==> src/rtl/eeprom_tx_sched.sv <==
// Page-write scheduler: drains the tx FIFO into SPI EEPROM WREN/WRITE/RDSR command sequences, splitting at page boundaries.
// Optional macro EEPROM_POLL_TIMEOUT_EN adds a per-page RDSR poll limit (POLL_MAX) that aborts with an ERR pulse.
module eeprom_tx_sched #(
  parameter int PAGE_SIZE = 64,
  parameter int CS_GAP    = 4,
  parameter int POLL_MAX  = 65535
) (
  input  logic        CLK,
  input  logic        RESET,
  input  logic        START,
  input  logic [15:0] START_ADDR,
  input  logic [12:0] BYTE_CNT,
  output logic        BUSY,
  output logic        DONE,
  output logic        ERR,
  input  logic        FIFO_EMPTY,
  input  logic [7:0]  FIFO_Q,
  output logic        FIFO_RE,
  output logic [7:0]  SPI_TXD,
  output logic        SPI_TXV,
  input  logic        SPI_TXRDY,
  input  logic [7:0]  SPI_RXD,
  input  logic        SPI_RXV,
  output logic        SPI_CS_N
);

  localparam int PW = $clog2(PAGE_SIZE);

  if (PAGE_SIZE < 8 || PAGE_SIZE > 256 || (PAGE_SIZE & (PAGE_SIZE - 1)) != 0 ||
      CS_GAP < 1 || POLL_MAX < 1 || POLL_MAX > 65535) begin : g_bad_param
    $error("eeprom_tx_sched: illegal parameter value");
  end

  typedef enum logic [3:0] {
    S_IDLE, S_WREN, S_GAP, S_WR_CMD, S_WR_AH, S_WR_AL, S_WR_DATA, S_POLL_CMD, S_POLL_DUM
  } state_t;

  state_t      state;
  state_t      gap_next;
  logic        send;        // a byte is (or will be, once the FIFO has data) offered
  logic [7:0]  cmd_byte;
  logic [15:0] addr;
  logic [12:0] remaining;
  logic [8:0]  page_left;
  logic [15:0] gap_cnt;
  logic        busy_q;
  logic        done_q;
  logic        cs_n_q;
  logic [8:0]  room;
  logic [8:0]  page_len;
  logic        accept;
  logic        rx;
  logic        unused_rxd;

`ifdef EEPROM_POLL_TIMEOUT_EN
  logic [15:0] poll_cnt;
  logic        err_q;
  assign ERR = err_q;
`else
  assign ERR = 1'b0;
`endif

  assign room     = 9'(PAGE_SIZE) - 9'(addr[PW-1:0]);
  assign page_len = (remaining < 13'(room)) ? remaining[8:0] : room;

  assign SPI_TXV  = send && (state != S_WR_DATA || !FIFO_EMPTY);
  assign SPI_TXD  = (state == S_WR_DATA) ? FIFO_Q : cmd_byte;
  assign accept   = SPI_TXV && SPI_TXRDY;
  // The response to an offered byte can only arrive once it has been accepted.
  assign rx       = SPI_RXV && !send;
  assign FIFO_RE  = accept && (state == S_WR_DATA);

  assign BUSY     = busy_q;
  assign DONE     = done_q;
  assign SPI_CS_N = cs_n_q;
  assign unused_rxd = &{1'b0, SPI_RXD[7:1]};

  always_ff @(posedge CLK or negedge RESET) begin
    if (!RESET) begin
      state     <= S_IDLE;
      gap_next  <= S_IDLE;
      send      <= 1'b0;
      cmd_byte  <= 8'h00;
      addr      <= 16'h0000;
      remaining <= 13'd0;
      page_left <= 9'd0;
      gap_cnt   <= 16'd0;
      busy_q    <= 1'b0;
      done_q    <= 1'b0;
      cs_n_q    <= 1'b1;
`ifdef EEPROM_POLL_TIMEOUT_EN
      poll_cnt  <= 16'd0;
      err_q     <= 1'b0;
`endif
    end else begin
      done_q <= 1'b0;
`ifdef EEPROM_POLL_TIMEOUT_EN
      err_q  <= 1'b0;
`endif
      if (accept) send <= 1'b0;

      case (state)
        S_IDLE: begin
          if (START) begin
            if (BYTE_CNT == 13'd0) begin
              done_q <= 1'b1;
            end else begin
              addr      <= START_ADDR;
              remaining <= BYTE_CNT;
              busy_q    <= 1'b1;
              cs_n_q    <= 1'b0;
              send      <= 1'b1;
              cmd_byte  <= 8'h06;
              state     <= S_WREN;
            end
          end
        end
        S_WREN: begin
          if (rx) begin
            state    <= S_GAP;
            gap_next <= S_WR_CMD;
            cs_n_q   <= 1'b1;
            gap_cnt  <= 16'(CS_GAP - 1);
          end
        end
        S_GAP: begin
          if (gap_cnt == 16'd0) begin
            state  <= gap_next;
            cs_n_q <= 1'b0;
            send   <= 1'b1;
            case (gap_next)
              S_WR_CMD:   cmd_byte <= 8'h02;
              S_POLL_CMD: cmd_byte <= 8'h05;
              default:    cmd_byte <= 8'h06;
            endcase
          end else begin
            gap_cnt <= gap_cnt - 16'd1;
          end
        end
        S_WR_CMD: begin
          if (rx) begin
            state    <= S_WR_AH;
            cmd_byte <= addr[15:8];
            send     <= 1'b1;
          end
        end
        S_WR_AH: begin
          if (rx) begin
            state    <= S_WR_AL;
            cmd_byte <= addr[7:0];
            send     <= 1'b1;
          end
        end
        S_WR_AL: begin
          if (rx) begin
            state     <= S_WR_DATA;
            page_left <= page_len;
            send      <= 1'b1;
          end
        end
        S_WR_DATA: begin
          if (accept) begin
            addr      <= addr + 16'd1;
            remaining <= remaining - 13'd1;
            page_left <= page_left - 9'd1;
          end
          if (rx) begin
            if (page_left == 9'd0) begin
              state    <= S_GAP;
              gap_next <= S_POLL_CMD;
              cs_n_q   <= 1'b1;
              gap_cnt  <= 16'(CS_GAP - 1);
`ifdef EEPROM_POLL_TIMEOUT_EN
              poll_cnt <= 16'd0;
`endif
            end else begin
              send <= 1'b1;
            end
          end
        end
        S_POLL_CMD: begin
          if (rx) begin
            state    <= S_POLL_DUM;
            cmd_byte <= 8'h00;
            send     <= 1'b1;
          end
        end
        S_POLL_DUM: begin
          if (rx) begin
            if (!SPI_RXD[0]) begin
              if (remaining == 13'd0) begin
                state  <= S_IDLE;
                busy_q <= 1'b0;
                done_q <= 1'b1;
                cs_n_q <= 1'b1;
              end else begin
                state    <= S_GAP;
                gap_next <= S_WREN;
                cs_n_q   <= 1'b1;
                gap_cnt  <= 16'(CS_GAP - 1);
              end
            end else begin
`ifdef EEPROM_POLL_TIMEOUT_EN
              if (poll_cnt == 16'(POLL_MAX - 1)) begin
                state  <= S_IDLE;
                busy_q <= 1'b0;
                err_q  <= 1'b1;
                cs_n_q <= 1'b1;
              end else begin
                poll_cnt <= poll_cnt + 16'd1;
                state    <= S_GAP;
                gap_next <= S_POLL_CMD;
                cs_n_q   <= 1'b1;
                gap_cnt  <= 16'(CS_GAP - 1);
              end
`else
              state    <= S_GAP;
              gap_next <= S_POLL_CMD;
              cs_n_q   <= 1'b1;
              gap_cnt  <= 16'(CS_GAP - 1);
`endif
            end
          end
        end
        default: state <= S_IDLE;
      endcase
    end
  end

endmodule

==> config.mk <==
export PLATFORM = sky130hd
export DESIGN_NAME = eeprom_tx_sched
export DESIGN_NICKNAME = d
export VERILOG_FILES = /design/src/rtl/eeprom_tx_sched.sv
export SDC_FILE = /design/constraint.sdc
export NUM_CORES = 1
export LEC_CHECK = 0
export ABC_CLOCK_PERIOD_IN_PS = 2600
export BUFFER_PORTS_ARGS = -buffer_cell sky130_fd_sc_hd__buf_2
export CORE_MARGIN = 3
export CORE_UTILIZATION = 53
export CTS_CLUSTER_DIAMETER = 100
export DETAILED_ROUTE_END_ITERATION = 6
export PLACE_DENSITY = 0.74
export SLEW_MARGIN = 20
export SYNTH_ARGS = -nofsm -noshare
export SYNTH_HDL_FRONTEND = slang
export SYNTH_SLANG_ARGS = --single-unit
==> constraint.sdc <==
create_clock -name CLK -period 2.6 [get_ports CLK]
set_input_delay 0.52 -clock CLK [delete_from_list [all_inputs] [get_ports CLK]]
set_output_delay 0.52 -clock CLK [all_outputs]
set_load 0.02 [all_outputs]
==> results.json <==
{
  "status": "finished with violations",
  "violations": "negative setup slack",
  "timing.setup.tns_ns": -0.005137,
  "setup_viol": 1,
  "synth_edf_count": 0,
  "detailedRoute.firstIterationViolations": 312,
  "yosysTopAreaCell": "dfrtp_1",
  "timing.hold.ws_ns": 0.09056,
  "insertion_delay_ns": 0.35,
  "instances_no_fill": 756,
  "max_stage_delay_ns": 0.41,
  "timing.max_cap.violations": 0,
  "p_per_area_nw_per_um2": 1233,
  "synth-seq-area-share_pct": 37.71,
  "overflow": 0,
  "multi_input_area_sq_um": 2892,
  "avgSynthCellArea_sq_um": 8.459,
  "hold_violations": 0,
  "p_leak_nw": 2.464,
  "final_max_slew_viol_count": 0,
  "worstPathRequired_ns": 2.84,
  "fill_cells": 762,
  "grt_first_pass_wirelength_mm": 20.61,
  "path_buf_inv": 2,
  "worstPathMaxFanout": 9,
  "critPathSlowestCell": "dfrtp_1",
  "fin_ws_ns": -0.005137,
  "endpoint_kind": "flop",
  "routed_via_density": 6.147,
  "dieArea_sq_um": 10330,
  "dp_cells": 737,
  "ys_seq_elements": 73,
  "place_ws_ns": -0.01019,
  "drc": 0,
  "rsz0062_at_grt": "true",
  "synth_top_cell_area_share_pct": 37.17,
  "cts_root_buf": "clkbuf_8",
  "drive_above_1_share_pct": 24.54,
  "ioPinCount": 65,
  "core_sq_um": 8806,
  "synthCells": 573,
  "ys.flop_type": "dfrtp_1",
  "worstSetupPathType": "flop to flop",
  "grt_start_max_net_pins": 59,
  "crit_family": "compound AO/OA/AOI/OAI gates",
  "hpwl_mm": 9.048,
  "cts_buffers": 9,
  "min_path_type": "input port to async pin",
  "netlist_area_sq_um": 4847,
  "syn_to_final_growth_pct": 17.89,
  "grt_pass1_vias": 4276,
  "rows": 34,
  "n_antenna_cell": 0,
  "synth_area_leaders": "dfrtp_1 (37%), nand2_1 (5.1%), a21oi_1 (5.0%), nor2_1 (4.3%), o21ai_0 (3.9%)",
  "arrival_ns": 2.84,
  "die_h_um": 101.6,
  "ys_types": 71,
  "cp_common_cell": "buf_4",
  "synth_nets": 636,
  "vias": 4647,
  "skew_ns": 0.01181,
  "drt-total-wl_mm": 12.54,
  "clock.fmax_mhz": 383.9,
  "cts_max_level": 3,
  "clk_path_buf_depth": 2,
  "min_period_ns": 2.605,
  "gp_congestion": 0.8613,
  "ys_warn_count": 0,
  "grt_util_all_layers_pct": 24.65,
  "maxSlewHeadroom_pct": 41.93,
  "path_cells": "buf_4, nor3_2, xor2_1, ha_1, o21ai_0, nand2b_1, a41oi_4, buf_4, mux2i_1, a221o_1",
  "initial_utilization_pct": 55.04,
  "ir_worst_vdd_mv": 0.5327,
  "fp.dieW_um": 101.6,
  "async_flop_share_pct": 100.0,
  "ff_latch_area_sq_um": 1829,
  "clock_sink_count": 73,
  "first_pass_iters": 5,
  "tightest_slew_ns": 0.8644,
  "cts_tree": "yes",
  "antenna_left": 0,
  "power_mw": 7.045,
  "nNetsFinal": 706,
  "worstSetupStartpointType": "flop",
  "wl_per_cell_um": 16.58,
  "clk_pin_slew_worst_paths_ns": 0.08,
  "port_buffers": 56,
  "finalCritPeriodShare_pct": 100.2,
  "antenna_found_initial": 0
}
[flip-flops by register name, summed over array words and instances, names as in the netlist]
name / cells
cmd_byte: 8
SPI_CS_N: 1
BUSY: 1
remaining: 13
addr: 16
gap_cnt: 16
send: 1
DONE: 1
page_left: 9
state: 4
gap_next: 3
[stage by stage]
step,util [%],area [sq um]
after global routing,64.89,5714
after floorplan,-,4858
final,64.89,5714
after global placement,61.32,5400
after CTS,63.75,5614
after detailed placement,61.32,5400
[layout make-up]
type / count / area share, %
clock buffer: 11 / 2.474
tap: 108 / 2.365
timing repair buffer: 93 / 10.34
inverter: 19 / 1.248
sequential: 73 / 32.01
clock inverter: 5 / 0.9634
multi-input combinational: 447 / 50.60
[worst register-to-register path, cell delays in order, from the launching register on]
cell and delay, ns:
dfrtp_1 0.41, buf_4 0.19, nor3_2 0.15, xor2_1 0.26
ha_1 0.27, o21ai_0 0.15, nand2b_1 0.12, a41oi_4 0.32
buf_4 0.21, mux2i_1 0.11, a221o_1 0.31
[metal layers]
metal	GRT usage (%)	routed length, um	vias up
met5	0	0	-
met1	34.59	5708	2255
met2	39.94	6105	130
met3	3.099	490	26
li1	-	-	2236
met4	7.362	232	0
[synthesized netlist by cell type, types with 7 or more instances]
cell / n
ha_1: 12
o22ai_1: 9
mux2_2: 15
buf_2: 10
nand2b_1: 7
nand3_1: 22
xnor2_1: 16
a31oi_1: 8
nand2_1: 66
nor4_1: 12
nor3_1: 23
dfrtp_1: 72
nor2_1: 55
mux2i_1: 7
a21oi_1: 48
clkbuf_1: 16
a22o_1: 7
inv_1: 19
o21ai_0: 38
[path summary, 6_finish.rpt]
kind,endpoint,slack [ns],start,depth (start not counted)
max in group asynchronous,SPI_CS_N,1.82,RESET,2
setup / recovery,page_left[6],-0.005,addr[2],10
hold / removal,page_left[5],0.09,RESET,1
min in group CLK,addr[0],0.44,START_ADDR[0],2
setup reg to reg,page_left[6],-0.005,addr[2],10
hold reg to reg,SPI_CS_N,0.51,SPI_CS_N,1
[power by group]
| group | internal [mW] | total, mW | leakage, nW | switching [mW] |
|---|---|---|---|---|
| sequential | 1.63 | 2.25 | 0.881 | 0.626 |
| combinational | 1.72 | 3.88 | 1.49 | 2.15 |
| clock | 0.467 | 0.918 | 0.0953 | 0.451 |
| total | 3.82 | 7.05 | 2.46 | 3.23 |
[cell families (layout without fill, tap and decap cells)]
| kind of cell | after synthesis | count (layout) | share of synthesized area, % |
|---|---|---|---|
| adder cells (fa/ha/maj) | 12 | 12 | 3.097 |
| AO/OA/AOI/OAI | 159 | 159 | 21.40 |
| AND/OR/NAND/NOR | 235 | 235 | 24.63 |
| XOR/XNOR | 18 | 18 | 3.252 |
| flip-flops | 73 | 73 | 37.71 |
| multiplexers | 22 | 22 | 4.930 |
| other | 1 | 1 | 0.07737 |
| buffers and inverters | 53 | 128 | 4.905 |
[cells in the final DEF (no fill, tap or decap), drive strengths merged, types with 3 or more instances in the layout]
master  count
or4         3
xnor2      16
nand4       6
nand2      66
and3        3
o21ai      38
ha         12
or2         5
dfrtp      72
a31oi       9
nor3b       5
or3         7
a22oi       6
clkbuf     11
o22ai       9
buf        93
a21oi      49
a211oi      4
nor2       55
nor2b       3
nand3      22
a21o        6
mux2i       7
mux2       15
o31ai       4
nor3       24
a22o        7
nor4       16
o211ai      3
inv        19
nand2b      7
nor4b       4
[timing repair]
| item | 4_1_cts | 5_1_grt |
|---|---|---|
| gates resized for setup | 3 | 17 |
| endpoints found under the setup margin | 3 | 15 |
| setup buffers | 0 | 3 |
| pin swaps | 0 | 7 |
| hold buffers | 0 | 0 |
Note: power is estimated with default switching activity, not from simulation.
